## src/rtl/axi_icn_pkg.sv

```systemverilog
// Shared AXI interconnect constants: default field widths and the grant-index width rule.
package axi_icn_pkg;

  localparam int AXI_ADDR_W  = 32;
  localparam int AXI_DATA_W  = 32;
  localparam int AXI_ID_W    = 5;
  localparam int AXI_BURST_W = 2;
  localparam int AXI_LEN_W   = 3;
  localparam int AXI_SIZE_W  = 3;
  localparam int AXI_RESP_W  = 2;

  // A single master still needs a 1-bit index so vectors never collapse to zero width.
  function automatic int idx_width(input int n);
    return (n > 1) ? $clog2(n) : 1;
  endfunction

endpackage

```

## src/rtl/sa_grant_fifo.sv

```systemverilog
// In-order FIFO of granted master indices; DEPTH must be a power of 2 (>= 2) so pointers wrap naturally.
module sa_grant_fifo
  import axi_icn_pkg::*;
#(
  parameter  int WIDTH = 1,
  parameter  int DEPTH = 8,
  localparam int PTR_W = $clog2(DEPTH),
  localparam int CNT_W = $clog2(DEPTH) + 1
) (
  input  logic             clk,
  input  logic             rst,
  input  logic             push,
  input  logic [WIDTH-1:0] push_data,
  input  logic             pop,
  output logic [WIDTH-1:0] front,
  output logic [CNT_W-1:0] count
);

  logic [WIDTH-1:0] mem [DEPTH];
  logic [PTR_W-1:0] wr_ptr;
  logic [PTR_W-1:0] rd_ptr;

  // NOTE: storage has no reset; count alone decides which entries are meaningful.
  always_ff @(posedge clk) begin
    if (push) mem[wr_ptr] <= push_data;
  end

  // NOTE: sequential state uses non-blocking assignments so every register samples pre-edge values.
  always_ff @(posedge clk) begin
    if (rst) begin
      wr_ptr <= '0;
      rd_ptr <= '0;
      count  <= '0;
    end else begin
      if (push) wr_ptr <= wr_ptr + 1'b1;
      if (pop)  rd_ptr <= rd_ptr + 1'b1;
      case ({push, pop})
        2'b10:   count <= count + 1'b1;
        2'b01:   count <= count - 1'b1;
        default: count <= count;
      endcase
    end
  end

  assign front = mem[rd_ptr];

endmodule

```

## src/rtl/sa_read_channel.sv

```systemverilog
// Slave-side read arbiter: round-robin AR merge into a registered slave AR port, R routed back in grant order.
module sa_read_channel
  import axi_icn_pkg::*;
#(
  parameter int MST_AMT           = 2,
  parameter int OUTSTANDING_AMT   = 8,
  parameter int DATA_WIDTH        = AXI_DATA_W,
  parameter int ADDR_WIDTH        = AXI_ADDR_W,
  parameter int TRANS_MST_ID_W    = AXI_ID_W,
  parameter int TRANS_BURST_W     = AXI_BURST_W,
  parameter int TRANS_DATA_LEN_W  = AXI_LEN_W,
  parameter int TRANS_DATA_SIZE_W = AXI_SIZE_W,
  parameter int TRANS_WR_RESP_W   = AXI_RESP_W
) (
  input  logic                                  ACLK_i,
  input  logic                                  ARESET_i,
  input  logic [TRANS_MST_ID_W*MST_AMT-1:0]     m_ARID_i,
  input  logic [ADDR_WIDTH*MST_AMT-1:0]         m_ARADDR_i,
  input  logic [TRANS_BURST_W*MST_AMT-1:0]      m_ARBURST_i,
  input  logic [TRANS_DATA_LEN_W*MST_AMT-1:0]   m_ARLEN_i,
  input  logic [TRANS_DATA_SIZE_W*MST_AMT-1:0]  m_ARSIZE_i,
  input  logic [MST_AMT-1:0]                    m_ARVALID_i,
  output logic [MST_AMT-1:0]                    m_ARREADY_o,
  output logic [TRANS_MST_ID_W-1:0]             m_RID_o,
  output logic [DATA_WIDTH-1:0]                 m_RDATA_o,
  output logic [TRANS_WR_RESP_W-1:0]            m_RRESP_o,
  output logic                                  m_RLAST_o,
  output logic [MST_AMT-1:0]                    m_RVALID_o,
  input  logic [MST_AMT-1:0]                    m_RREADY_i,
  output logic [TRANS_MST_ID_W-1:0]             s_ARID_o,
  output logic [ADDR_WIDTH-1:0]                 s_ARADDR_o,
  output logic [TRANS_BURST_W-1:0]              s_ARBURST_o,
  output logic [TRANS_DATA_LEN_W-1:0]           s_ARLEN_o,
  output logic [TRANS_DATA_SIZE_W-1:0]          s_ARSIZE_o,
  output logic                                  s_ARVALID_o,
  input  logic                                  s_ARREADY_i,
  input  logic [TRANS_MST_ID_W-1:0]             s_RID_i,
  input  logic [DATA_WIDTH-1:0]                 s_RDATA_i,
  input  logic [TRANS_WR_RESP_W-1:0]            s_RRESP_i,
  input  logic                                  s_RLAST_i,
  input  logic                                  s_RVALID_i,
  output logic                                  s_RREADY_o
);

  localparam int MST_IDX_W = idx_width(MST_AMT);
  localparam int CNT_W     = $clog2(OUTSTANDING_AMT) + 1;
  localparam logic [CNT_W-1:0]     FULL_CNT = CNT_W'(OUTSTANDING_AMT);
  localparam logic [MST_IDX_W-1:0] LAST_MST = MST_IDX_W'(MST_AMT - 1);
  localparam logic [MST_AMT-1:0]   ONE_HOT0 = MST_AMT'(1);

  logic [MST_IDX_W-1:0] rr_ptr;
  logic [MST_IDX_W-1:0] grant_idx;
  logic [MST_IDX_W-1:0] head;
  logic [CNT_W-1:0]     count;
  logic                 req_found;
  logic                 slot_free;
  logic                 can_acc;
  logic                 accept;
  logic                 active;
  logic                 pop;

  logic [TRANS_MST_ID_W-1:0]    sel_id;
  logic [ADDR_WIDTH-1:0]        sel_addr;
  logic [TRANS_BURST_W-1:0]     sel_burst;
  logic [TRANS_DATA_LEN_W-1:0]  sel_len;
  logic [TRANS_DATA_SIZE_W-1:0] sel_size;

  // Round-robin: first pass covers indices at or above rr_ptr, second pass picks up the wrap.
  // NOTE: every combinational output gets a default first, so no path can infer a latch.
  always_comb begin
    req_found = 1'b0;
    grant_idx = '0;
    for (int k = 0; k < MST_AMT; k++) begin
      if (!req_found && m_ARVALID_i[k] && (MST_IDX_W'(k) >= rr_ptr)) begin
        req_found = 1'b1;
        grant_idx = MST_IDX_W'(k);
      end
    end
    for (int k = 0; k < MST_AMT; k++) begin
      if (!req_found && m_ARVALID_i[k]) begin
        req_found = 1'b1;
        grant_idx = MST_IDX_W'(k);
      end
    end
  end

  always_comb begin
    sel_id    = '0;
    sel_addr  = '0;
    sel_burst = '0;
    sel_len   = '0;
    sel_size  = '0;
    for (int k = 0; k < MST_AMT; k++) begin
      if (grant_idx == MST_IDX_W'(k)) begin
        sel_id    = m_ARID_i[k*TRANS_MST_ID_W +: TRANS_MST_ID_W];
        sel_addr  = m_ARADDR_i[k*ADDR_WIDTH +: ADDR_WIDTH];
        sel_burst = m_ARBURST_i[k*TRANS_BURST_W +: TRANS_BURST_W];
        sel_len   = m_ARLEN_i[k*TRANS_DATA_LEN_W +: TRANS_DATA_LEN_W];
        sel_size  = m_ARSIZE_i[k*TRANS_DATA_SIZE_W +: TRANS_DATA_SIZE_W];
      end
    end
  end

  // A pop in the same cycle does not open space for a push; only the current count matters.
  assign slot_free   = !s_ARVALID_o || s_ARREADY_i;
  assign can_acc     = slot_free && (count < FULL_CNT);
  assign accept      = req_found && can_acc && !ARESET_i;
  assign m_ARREADY_o = accept ? (ONE_HOT0 << grant_idx) : '0;

  always_ff @(posedge ACLK_i) begin
    if (ARESET_i) begin
      rr_ptr      <= '0;
      s_ARVALID_o <= 1'b0;
      s_ARID_o    <= '0;
      s_ARADDR_o  <= '0;
      s_ARBURST_o <= '0;
      s_ARLEN_o   <= '0;
      s_ARSIZE_o  <= '0;
    end else if (accept) begin
      rr_ptr      <= (grant_idx == LAST_MST) ? '0 : grant_idx + 1'b1;
      s_ARVALID_o <= 1'b1;
      s_ARID_o    <= sel_id;
      s_ARADDR_o  <= sel_addr;
      s_ARBURST_o <= sel_burst;
      s_ARLEN_o   <= sel_len;
      s_ARSIZE_o  <= sel_size;
    end else if (s_ARREADY_i) begin
      s_ARVALID_o <= 1'b0;
    end
  end

  sa_grant_fifo #(
    .WIDTH (MST_IDX_W),
    .DEPTH (OUTSTANDING_AMT)
  ) u_grant_fifo (
    .clk       (ACLK_i),
    .rst       (ARESET_i),
    .push      (accept),
    .push_data (grant_idx),
    .pop       (pop),
    .front     (head),
    .count     (count)
  );

  // R beats with no recorded owner are held off rather than dropped.
  assign active     = (count != '0) && !ARESET_i;
  assign m_RVALID_o = (active && s_RVALID_i) ? (ONE_HOT0 << head) : '0;
  assign s_RREADY_o = active && m_RREADY_i[head];
  assign pop        = s_RVALID_i && s_RREADY_o && s_RLAST_i;

  assign m_RID_o   = s_RID_i;
  assign m_RDATA_o = s_RDATA_i;
  assign m_RRESP_o = s_RRESP_i;
  assign m_RLAST_o = s_RLAST_i;

endmodule

```

## config.mk

```make
export PLATFORM = sky130hd
export DESIGN_NAME = sa_read_channel
export DESIGN_NICKNAME = d
export VERILOG_FILES = /design/src/rtl/axi_icn_pkg.sv /design/src/rtl/sa_grant_fifo.sv /design/src/rtl/sa_read_channel.sv
export SDC_FILE = /design/constraint.sdc
export NUM_CORES = 1
export LEC_CHECK = 0
export CAP_MARGIN = 30
export CORE_ASPECT_RATIO = 1.4
export CORE_MARGIN = 4
export CORE_UTILIZATION = 45
export DETAILED_ROUTE_END_ITERATION = 6
export DONT_BUFFER_PORTS = 1
export PLACE_DENSITY = 0.56
export SLEW_MARGIN = 20
export SYNTH_ARGS = -nofsm -noshare
export SYNTH_HDL_FRONTEND = slang
export SYNTH_HIERARCHICAL = 1
export SYNTH_SLANG_ARGS = --single-unit
```

## constraint.sdc

```tcl
create_clock -name ACLK_i -period 3.56 [get_ports ACLK_i]
set_clock_uncertainty 0.1 [all_clocks]
set_input_delay 0.712 -clock ACLK_i [delete_from_list [all_inputs] [get_ports ACLK_i]]
set_output_delay 0.712 -clock ACLK_i [all_outputs]
set_load 0.01 [all_outputs]
```

; ---- Yosys cells after proc, flatten, opt, wreduce, memory -nomap -nowiden
; Memory sizes are Yosys's and may differ from the RTL's. A register that Yosys moved wholly into a read port is not among the register bits.
; Cells that the tools add are included.
[totals]
elab_cells = 70
memories = 1
ram_bits = 8
register_bits = 57
[mem_list]
columns = name, words, width, read_ports, rd_clocked_by_memory_dff, write_ports, line_no
row1 = u_grant_fifo.mem, 8, 1, 1, 1, 1, sa_grant_fifo.sv:19  ; logic [WIDTH-1:0] mem [DEPTH];
[classes]
n_eq_ne = 2
mux = 24
add_sub_neg = 5
magnitude_cmp = 4
n_shift = 2
n_reduce_logical = 22
[ops]
columns = cell, count
row1 = 32-bit 2-to-1 mux, 1
row2 = 1-bit 2-to-1 mux, 14
row3 = 1-bit logical AND, 13
row4 = 3-bit 2-to-1 mux, 4
row5 = 4-bit one-hot mux with 2 select lines, 1
row6 = 3-bit by 1-bit adder with 3-bit output (second input constant), 2
row7 = 2-bit 2-to-1 mux, 3
row8 = 1-bit logical NOT, 5
row9 = 5-bit 2-to-1 mux, 1
row10 = 4-bit by 1-bit adder with 4-bit output (second input constant), 1
row11 = 4-bit less-than comparator (second input constant), 1
row12 = 2-bit nonzero test, 2
row13 = 4-bit nonzero test, 1
row14 = 1-bit by 1-bit left shift with 2-bit output (first input constant), 2
row15 = 4-bit by 1-bit subtractor with 4-bit output (second input constant), 1
row16 = 2-bit by 1-bit == test with 1-bit output (second input constant), 1
row17 = 2-bit == test (second input constant), 1
row18 = 1-bit greater-or-equal comparator (first input constant), 2
row19 = 1-bit by 2-bit less-than comparator with 1-bit output (second input constant), 1
row20 = 1-bit adder (second input constant), 1
row21 = 1-bit logical OR, 1

; ---- Depth between registers and ports, before layout
[logic_depth]
word_depth = 17
mapped_depth = 12
depth_no_buf = 11

; ---- Cells and area by module
; Netlist, hierarchy kept.
[modules_own_cells]
columns = module, cells_each, area_per_inst_um2, n_inst
row1 = sa_read_channel, 263, 2691.3, 1
row2 = sa_grant_fifo, 79, 907.1, 1

; ---- Worst setup path after synthesis
; Ideal clock, no wire load.
[synth_path]
kind = register to register
start = reg (tool-made name)
end = reg u_grant_fifo.count[2]
period_less_slack_ps = 3232
path_stages_with_launch = 12
t_required_ps = 3389
setup_time_ps = 71
t_arrival_ps = 3061
path_slack_ps = 328
path_buffers = 0
cell_sequence = dfxtp_1 mux4_1 mux2_2 mux2i_1 nor3b_1 ha_1 xor2_1 ha_1 a21oi_1 xor2_1 or3_1 a21oi_1
[synth_rtl]
columns = item, line_no
row1 = end signal: assignment, sa_grant_fifo.sv:38  ; 2'b10: count <= count + 1'b1;
row2 = end signal: assignment, sa_grant_fifo.sv:39  ; 2'b01: count <= count - 1'b1;
row3 = end signal: assignment, sa_grant_fifo.sv:40  ; default: count <= count;
row4 = end: declaration, sa_grant_fifo.sv:16  ; output logic [CNT_W-1:0] count

==> results.yml <==
hold_path:
  hp-class: "in2reg"
  hp-start: "ARESET_i"
  holdPathEnd: "u_grant_fifo/wr_ptr[2]"
  worstHoldPathCells: 1
synth:
  synthAdderAreaFrac_pct: 1.74
  yosysTopAreaCellShare_pct: 33.4
  seq_area_frac_synth_pct: 40.1
  yosysTopAreaCell: "dfxtp_1"
  yosysWarningCount: 6
  yosys-top-cells-area: "dfxtp_1, mux2i_1, buf_4, edfxtp_1, o21ai_2"
  syn-instance-count: 342
  muxShareOfSynthArea_pct: 15.7
  synth_area_sq_um: 3600
  ys_ff_latch: 68
  synth_cell_type_count: 35
  synth-compound-area-share_pct: 10.6
  synth_fp_nets: 485
  synthXorXnorAreaFrac_pct: 1.46
  synth_top_family_by_area: "simple AND/OR/NAND/NOR gates"
  yosys.area_share.simple_pct: 17.3
  synth_area_per_cell_sq_um: 10.5
timing:
  slew_violations: 0
  finalSetupViolCount: 0
  tightest_slew_ps: 807
  rsz0062_at_grt: "no"
  fmax_mhz: 320
  worst_slack_ps: 437
  slew_headroom_pct: 46.2
  period_share_pct: 87.7
  setup_tns_ps: 0
  period_needed_ps: 3120
  hold_viol: 0
clocking:
  cts_made_buffers: 9
  clk_latency_ps: 330
  cts.repair.resized: 0
  cts_tree: "built"
  cts_setup_buffers: 0
  htree_levels: 3
  clock-sinks: 68
  clockBufferDepth: 2
  clkSlewWorstSetupHoldPaths_ps: 70
  cts_hold_buffers: 0
  cts_root_buf: "clkbuf_8"
power_and_ir_drop:
  power.total_uw: 1820
  p_int_uw: 1350
  pwr-share-clk_pct: 38.6
  switching_power_uw: 473
  p_leak_uw: 0.00149
  p_sw_share_pct: 26.0
  combPwrFrac_pct: 11.1
  vdd_drop_max_uv: 242
  powerDensity_nw_per_um2: 515
  seq_power_share_pct: 50.3
drt:
  drc_errors: 0
  vias: 2208
  vias_per_cell: 5.51
  detail-route-antenna-nets: 0
  drtPass1Iterations: 4
  wl_microns: 7350
  wl_per_cell_microns: 18.3
  drt_iter0_drc: 93
final_layout:
  drive_gt1_share_pct: 23.3
  area_growth_pct: -1.95
  diodes: 0
  final_nets: 439
  fin_area_sq_um: 3530
global_route:
  grt.total_usage_pct: 14.8
  gr-total-overflow: 0
  grt_max_degree: 71
  antenna_found_initial: 0
  grt_pass1_vias: 2167
  grt_first_pass_wirelength_microns: 11200
die:
  dieArea_sq_um: 9510
  die_w_microns: 83.6
  ioPinCount: 229
  std_cell_rows: 38
  dieHeight_microns: 114
  coreArea_sq_um: 7750
  start_util_pct: 46.4
placed_design:
  dpl_worst_slack_ps: 431
  dp_hpwl_microns: 5290
  port_buffers: 0
  place_area_sq_um: 3300
  place.gp.congestion: 0.771
setup_path:
  crit_path_start_kind: "register"
  worstPathArrival_ps: 3290
  critical_path_class: "reg2reg"
  ff2ff_setup_slack_ps: 440
  cp-end-kind: "register"
  cp.required_ps: 3720
  ff2ff_path_depth: 11
  r2r_end: "u_grant_fifo/count[2]"
  cp_max_fo: 5
outcome:
  status: "complete, no violations"
flow_run:
  maxCapViolCount: 0
-- synth_stat cells --
cell type  count
a21oi_1        4
a32o_1         1
and3_1         1
buf_2          2
buf_4         42
buf_6          9
clkbuf_1       8
dfxtp_1       60
edfxtp_1       8
ha_1           5
inv_1          3
inv_2          1
mux2_2         1
mux2_4         1
mux2i_1       49
mux4_1         1
mux4_2         1
nand2_1        7
nand2b_1       5
nand3b_1      26
nand3b_2      19
nor2_1        21
nor2b_1        2
nor3_1         4
nor3b_1        2
nor4_1         1
o21ai_0        2
o21ai_1       20
o21ai_2       26
o21bai_1       1
o22ai_1        1
or3_1          1
or3_4          1
xnor2_1        1
xor2_1         5
-- power groups by stage --
stage	sequential, uW	combinational [uW]	clock, uW
3_3_place_gp	935	201	0
4_1_cts	918	206	735
3_5_place_dp	935	206	0
6_report	915	202	702
2_1_floorplan	916	244	0
5_1_grt	922	226	761
-- through the flow --
step	hold slack [ps]	instances	utilization (%)
floorplan	362	342	-
global placement	377	385	42.6
detailed placement	385	385	42.6
CTS	313	401	45.5
global route	326	401	45.5
finish	344	401	45.5
-- kinds of logic (layout without fill, tap and decap cells) --
logic type,Yosys count,in the layout
AND/OR/NAND/NOR,90,90
buffers and inverters,65,24
XOR/XNOR,6,6
AO/OA/AOI/OAI,55,55
flip-flops,68,68
multiplexers,53,53
adder cells (fa/ha/maj),5,5
-- state kept, by name, indices dropped and copies added, names as in the netlist, named ones only --
name and flops:
u_grant_fifo/rd_ptr 3, u_grant_fifo/count 4, s_ARBURST_o 2, s_ARLEN_o 3
s_ARSIZE_o 3, u_grant_fifo/wr_ptr 3, s_ARID_o 5, s_ARADDR_o 32
u_grant_fifo/mem 8, rr_ptr 1, s_ARVALID_o 1
-- cells in the final DEF (no fill, tap or decap), drive strengths merged, types with 4 or more instances in the layout --
cell	netlist	routed
dfxtp	60	60
mux2i	49	49
o21ai	48	48
nand3b	45	45
nor2	21	21
clkbuf	8	10
edfxtp	8	8
nand2	7	7
nand2b	5	5
xor2	5	5
ha	5	5
inv	4	5
nor3	4	4
a21oi	4	4
buf	53	4
-- final cells by class --
type                       count  area, sq um
clock inverter                 6         86.3
tap                          100          125
inverter                       4         15.0
clock buffer                  10          138
sequential                    68         1440
fill                         742         4220
multi-input combinational    209         1690
timing repair buffer           4         30.0
-- critical path: stages, from the launching register on --
cell and delay [ps]:
dfxtp_1 370, mux4_1 540, mux2_2 300, mux2i_1 150
nor3b_1 300, ha_1 320, xor2_1 170, ha_1 160
a21oi_1 50, xor2_1 150, or3_1 300, a21oi_1 140
-- worst max-delay path by stage --
stage | to | startpoint | slack, ps | cells past startpoint
global route | u_grant_fifo/count[2] | register | 250 | 11
detailed placement | u_grant_fifo/count[2] | register | 430 | 11
CTS | u_grant_fifo/count[2] | register | 410 | 11
finish | u_grant_fifo/count[2] | register | 440 | 11
global placement | u_grant_fifo/count[2] | register | 520 | 11
floorplan | u_grant_fifo/count[2] | register | 330 | 11
-- metal layers --
layer | vias to the layer above | track usage, % | routed length [microns] | part of all wire [%]
met5 | - | 0 | 0 | 0
met4 | 0 | 8.58 | 249 | 3.4
met3 | 28 | 6.29 | 693 | 9.4
met2 | 105 | 26.2 | 3820 | 52
met1 | 998 | 14.2 | 2580 | 35
li1 | 1077 | - | - | -
No activity file was read; power rests on OpenSTA's default activity.
